File: config.mk
export PLATFORM = sky130hd
export DESIGN_NAME = update_sequencer
export DESIGN_NICKNAME = d
export VERILOG_FILES = /design/src/rtl/update_sequencer.sv
export SDC_FILE = /design/constraint.sdc
export NUM_CORES = 1
export LEC_CHECK = 0
export BUFFER_PORTS_ARGS = -buffer_cell sky130_fd_sc_hd__buf_2
export CAP_MARGIN = 10
export CORE_MARGIN = 8
export CORE_UTILIZATION = 55
export CTS_CLUSTER_SIZE = 16
export DETAILED_ROUTE_END_ITERATION = 6
export GPL_ROUTABILITY_DRIVEN = 0
export HOLD_SLACK_MARGIN = 0.03
export PLACE_DENSITY = 0.85
export SETUP_SLACK_MARGIN = 0.2
export SLEW_MARGIN = 20
export SYNTH_ARGS = -nofsm -noshare
export SYNTH_HDL_FRONTEND = slang
export SYNTH_SLANG_ARGS = --single-unit
File: constraint.sdc
create_clock -name clk -period 3.5 [get_ports clk]
set_input_delay 0.175 -clock clk [delete_from_list [all_inputs] [get_ports clk]]
set_output_delay 0.175 -clock clk [all_outputs]
set_load 0.005 [all_outputs]
File: src/rtl/update_sequencer.sv
// Command-burst sequencer for the display write path: paces init and frame-update
// bursts, one write strobe per word, with programmable setup time, pause, abort and a one-deep update queue.
module update_sequencer #(
  parameter int CNT_W     = 9,
  parameter int SETUP_CYC = 1,
  parameter int SETUP_W   = 4
) (
  input  logic             clk,
  input  logic             nrst,
  input  logic             init_req,
  input  logic             update_req,
  input  logic [CNT_W-1:0] init_len,
  input  logic [CNT_W-1:0] update_len,
  input  logic             pause,
  input  logic             abort,
  output logic             wr,
  output logic [CNT_W-1:0] word_idx,
  output logic [2:0]       mode,
  output logic             busy,
  output logic             cmd_done,
  output logic             aborted
);

  typedef enum logic [2:0] {
    IDLE   = 3'd0,
    SET_I  = 3'd1,
    SEND_I = 3'd2,
    SET_U  = 3'd3,
    SEND_U = 3'd4,
    DONE   = 3'd5
  } state_e;

  // Counter counts down to zero, so SETUP_CYC-1 gives a dwell of SETUP_CYC cycles.
  localparam logic [SETUP_W-1:0] SETUP_LOAD = SETUP_W'(SETUP_CYC - 1);

  state_e             state_q, state_d;
  logic [CNT_W-1:0]   word_q, word_d;
  logic [CNT_W-1:0]   len_q, len_d;
  logic [SETUP_W-1:0] setup_q, setup_d;
  logic               pend_q, pend_d;
  logic               aborted_q, aborted_d;
  logic               last_word;

  assign last_word = (word_q == len_q - CNT_W'(1));

  always_comb begin
    state_d   = state_q;
    word_d    = word_q;
    len_d     = len_q;
    setup_d   = setup_q;
    pend_d    = pend_q;
    aborted_d = 1'b0;

    // Any update request seen while busy is merged into the single pending slot.
    if (update_req && (state_q != IDLE)) pend_d = 1'b1;

    case (state_q)
      IDLE: begin
        if (init_req) begin
          len_d   = init_len;
          word_d  = '0;
          setup_d = SETUP_LOAD;
          state_d = (init_len == '0) ? DONE : SET_I;
        end else if (update_req || pend_q) begin
          pend_d  = 1'b0;
          len_d   = update_len;
          word_d  = '0;
          setup_d = SETUP_LOAD;
          state_d = (update_len == '0) ? DONE : SET_U;
        end
      end

      SET_I, SET_U: begin
        if (abort) begin
          state_d   = IDLE;
          aborted_d = 1'b1;
          pend_d    = 1'b0;
        end else if (!pause) begin
          if (setup_q == '0) state_d = (state_q == SET_I) ? SEND_I : SEND_U;
          else               setup_d = setup_q - SETUP_W'(1);
        end
      end

      SEND_I, SEND_U: begin
        // The strobe in this cycle stands even when abort ends the burst.
        if (abort) begin
          state_d   = IDLE;
          aborted_d = 1'b1;
          pend_d    = 1'b0;
        end else if (last_word) begin
          state_d = DONE;
        end else begin
          word_d  = word_q + CNT_W'(1);
          setup_d = SETUP_LOAD;
          state_d = (state_q == SEND_I) ? SET_I : SET_U;
        end
      end

      DONE:    state_d = IDLE;
      default: state_d = IDLE;
    endcase
  end

  always_ff @(posedge clk or negedge nrst) begin
    if (!nrst) begin
      state_q   <= IDLE;
      word_q    <= '0;
      len_q     <= '0;
      setup_q   <= '0;
      pend_q    <= 1'b0;
      aborted_q <= 1'b0;
    end else begin
      state_q   <= state_d;
      word_q    <= word_d;
      len_q     <= len_d;
      setup_q   <= setup_d;
      pend_q    <= pend_d;
      aborted_q <= aborted_d;
    end
  end

  // All strobes decode straight from the state register.
  assign mode     = state_q;
  assign wr       = (state_q == SEND_I) || (state_q == SEND_U);
  assign busy     = (state_q != IDLE);
  assign cmd_done = (state_q == DONE);
  assign aborted  = aborted_q;
  assign word_idx = word_q;

endmodule

Word level (Yosys, flattened, before mapping):

Cells that the tools add are included.

* bits in registers: 27
* bits of input ports: 24
* output and inout bits: 16
* word-level logic and storage cells: 75

* $add $sub $neg: 3
* equality and inequality tests: 14
* multiplexer cells: 34
* reduce and logical (&&, ||, !) cells: 18

Operators by type and width (number)
* $mux W9: 6
* $mux W3: 10
* $mux W4: 7
* $logic_not A9 Y1: 2
* $pmux W9 S2: 1
* $pmux W4 S3: 1
* $ne A2 B2 Y1 const B: 5
* $add A9 B1 Y9 const B: 1
* $eq A9 B9 Y1: 1
* $ne A3 B3 Y1 const B: 3
* $pmux W3 S3: 1
* $sub A9 B1 Y9 const B: 1
* $reduce_and A7 Y1: 1
* $eq A3 B2 Y1 const B: 2
* $eq A3 B3 Y1 const B: 2
* $mux W1: 6
* $reduce_bool A3 Y1: 2
* $logic_not A4 Y1: 1
* $reduce_and A4 Y1: 1
* $reduce_bool A2 Y1: 2
* $reduce_or A2 Y1: 2
* $reduce_or A4 Y1: 1
* $sub A4 B1 Y4 const B: 1
* $eq A3 B1 Y1 const B: 1
* other kinds (7): 8

Logic depth before layout (Yosys ltp):

* word-level depth: 6
* depth in mapped cells: 10
* gate-level depth less buffers: 9

Least setup slack after synthesis:

No wires, ideal clock.

* kind: register to register
* start: register len_q[3]
* end: register word_q[6] (netlist: word_idx[6])
* library setup time: 0.079 ns
* arrival time: 2.322 ns
* required time: 3.421 ns
* slack: 1.099 ns
* cell stages (with the launch flop): 9
* buffers on the path: 1
* period minus slack after synthesis: 2.401 ns
* cells stage by stage: dfrtp_1 > or4_4 > nor2_1 > xor2_1 > a311o_1 > and4_4 > buf_6 > or3_1 > a21oi_1

* cells in the longest elaborated chain, start to end: 4

Ends and longest elaborated chain
* start, declared: line 38 `logic [CNT_W-1:0] len_q, len_d;`
* start signal, assigned: line 115 `len_q <= len_d;`
* $sub A9 B1 Y9: line 44 `assign last_word = (word_q == len_q - CNT_W'(1));`
* $eq A9 B9 Y1: line 44
* $ne A2 B2 Y1 (no line)
* $reduce_and A4 Y1 (no line)
* end signal, assigned: line 114 `word_q <= word_d;`
* end, declared: line 37 `logic [CNT_W-1:0] word_q, word_d;`

Every way passes these cells.
A chain may end at the register's enable or synchronous reset.

Worst setup path after layout:

Ends and elaborated chain as after synthesis.

==> impl_metrics.yaml <==
critical_path:
  regToRegSetupSlack_ns: 0.97
  regToRegStartpoint: "len_q[3]"
  crit_type: "reg -> reg"
  crit_cells: 7
  cp-end-kind: "flop"
  crit_fanout: 15
  path_buf_inv: 0
  reg2reg_depth: 7
  cpLargestDelayFamily: "simple AND/OR/NAND/NOR gates"
  max_stage_delay_ns: 0.59
  worstSetupStartpointType: "flop"
  required_ns: 3.75
  worstReg2RegEnd: "word_idx[6]"
  slowest_stage: "or4_4"
  path_cells: "or4_4 > nor2_1 > xor2_1 > a311o_1 > and4_4 > or3_1 > a21oi_1"
  worst_ep_arrival_time_ns: 2.79
synthesis:
  ys_types: 48
  synth.avg_cell_area_um2: 8.432
  synthCells: 226
  netlist.area_leader.share_pct: 35.46
  ys_ff_latch: 27
  synth_edf_count: 0
  synth_top_area_cell: "dfrtp_1"
  synth.area.top_cells: "dfrtp_1 35%, o21ai_0 7.1%, mux2i_1 5.3%"
  synthFlopType: "dfrtp_1"
  seq_area_frac_synth_pct: 35.46
  async_flop_share_pct: 100.0
  syn-num-nets: 253
  synth_commonest_cells: "27 x dfrtp_1, 27 x o21ai_0, 20 x nand2_1, 14 x nor2_1"
  syn-cell-area_um2: 1906
  synth_warnings: 0
sta:
  layout_setup_ws_ns: 0.9651
  slew_violations: 0
  period_share_pct: 72.43
  tns_ns: 0
  fmax_mhz: 394.5
  fin_skew_ns: 0.005142
  setup_violations: 0
  hold_viol: 0
  max_slew_margin_pct: 57.86
  finalCriticalPeriod_ns: 2.535
  worst_slew_pin_slew_ns: 0.6269
  rsz0062_at_grt: "false"
global_routing:
  grt_remaining_overflow: 0
  track_usage_pct: 16.76
  grt_pass1_wl_mm: 7.507
  grt_max_degree: 28
  grt_pass1_vias: 1695
  antenna_found_initial: 0
cts:
  clockBufferDepth: 2
  numCtsBuffers: 3
  worstSkewPairLatency_ns: 0.32
  path_clk_slew_ns: 0.14
  cts_root_buf: "clkbuf_4"
  cts.sinks: 27
  cts_setup_buffers: 0
  cts-htree-levels: 1
  cts-resized-gates: 0
  cts_tree: "done"
  cts_hold_buf: 1
floorplan:
  initial_core_util_pct: 57.11
  die_h_um: 74.86
  die_w_um: 74.86
  core_um2: 3337
  rows: 21
  io_pins: 40
  dieArea_um2: 5604
final_layout:
  fin_nets: 287
  areaGrowthSynthToFinish_pct: 12.48
  drive_gt1_share_pct: 20.08
  diodes: 0
routing:
  vias: 1765
  drc: 0
  drt_wl_total_mm: 4.425
  drtIter0Drc: 140
  viasPerCell: 5.787
  dr.pass1.iters: 4
  drtAntennaViolNets: 0
  wl_per_cell_um: 14.51
power_and_ir_drop:
  leakage_uw: 0.0009689
  ir_worst_vdd_mv: 0.4358
  total_power_uw: 1409
  power_density_nw_per_um2: 657.4
min_path:
  min_from: "update_req"
  whs_path_depth: 3
  hold_class: "in -> reg"
  hold_path_end: "pend_q"
status:
  status: "completed"
placed_design:
  io_buffers: 39
  hpwl_mm: 3.412
  pre_cts_ws_ns: 1.003
run:
  maxCapViolCount: 0
==> worst reg2reg max path, stage by stage (launching register included) <==
cell and delay [ns]:
dfrtp_1 0.50, or4_4 0.59, nor2_1 0.13, xor2_1 0.08
a311o_1 0.40, and4_4 0.26, or3_1 0.35, a21oi_1 0.15
==> where the power goes <==
part           internal [uW]  total, uW  leakage [uW]  switching [uW]
clock network           44.7        135     0.0000150            90.0
logic                    324        725      0.000603             401
registers                409        549      0.000350             140
total                    778       1410      0.000969             631
==> routing by layer <==
| metal | share of wire [%] | global-route usage [%] | up-vias |
|---|---|---|---|
| met5 | 0 | 0 | - |
| met4 | 1.2 | 6.739 | 0 |
| met3 | 3.5 | 1.731 | 4 |
| met2 | 49 | 27.35 | 38 |
| met1 | 46 | 21.96 | 825 |
| li1 | - | - | 898 |
==> logic make-up after synthesis <==
family | count (synthesis) | share of synthesized area [%]
simple gates | 94 | 28.04
compound gates | 63 | 20.16
flops | 27 | 35.46
buf+inv | 18 | 4.071
xor+xnor | 11 | 5.056
mux | 10 | 5.253
fa+ha+maj | 3 | 1.970
==> flip-flops by register name, summed over array words and instances, names as in the netlist <==
signal and flops:
aborted 1, len_q 9, mode 3, pend_q 1
setup_q 4, word_idx 9
==> metrics by stage <==
step                instances  cell area (um2)  hold WS [ns]  utilization, %
global placement          300             2107        0.2171           63.14
finish                    305             2143       0.09385           64.23
floorplan                 226             1906       -0.1206               -
detailed placement        300             2107        0.2247           63.14
CTS                       305             2143       0.08962           64.23
global route              305             2143       0.08264           64.23
==> layout by cell type (no fill, tap or decap), types with 4 or more instances in the layout <==
cell	count
a21oi_1	12
and3_1	5
buf_2	39
dfrtp_1	27
inv_1	7
mux2i_1	10
nand2_1	20
nand2b_1	4
nand3_1	7
nand4_1	4
nor2_1	14
nor2b_1	4
nor3_1	5
o21ai_0	27
o21bai_1	4
or3_1	12
xnor2_1	6
xor2_1	5
==> area by class of cell <==
cell class	instances	area, um2
Sequential cell	27	675.6
Clock buffer	4	26.28
Timing Repair Buffer	40	205.2
Inverter	7	26.28
Tap cell	46	57.56
Multi-Input combinational cell	181	1152
Fill cell	311	1194
==> how the worst max path moves through the flow <==
stage                         from          end  slack (ns)
after global placement    len_q[3]  word_idx[3]        1.04
after global routing      len_q[0]  word_idx[5]        0.77
final                     len_q[3]  word_idx[6]        0.97
after CTS                 len_q[3]  word_idx[6]        0.98
after floorplan           len_q[3]  word_idx[6]        1.10
after detailed placement  len_q[3]  word_idx[6]        1.00
Power figures use the tool's default switching activity.
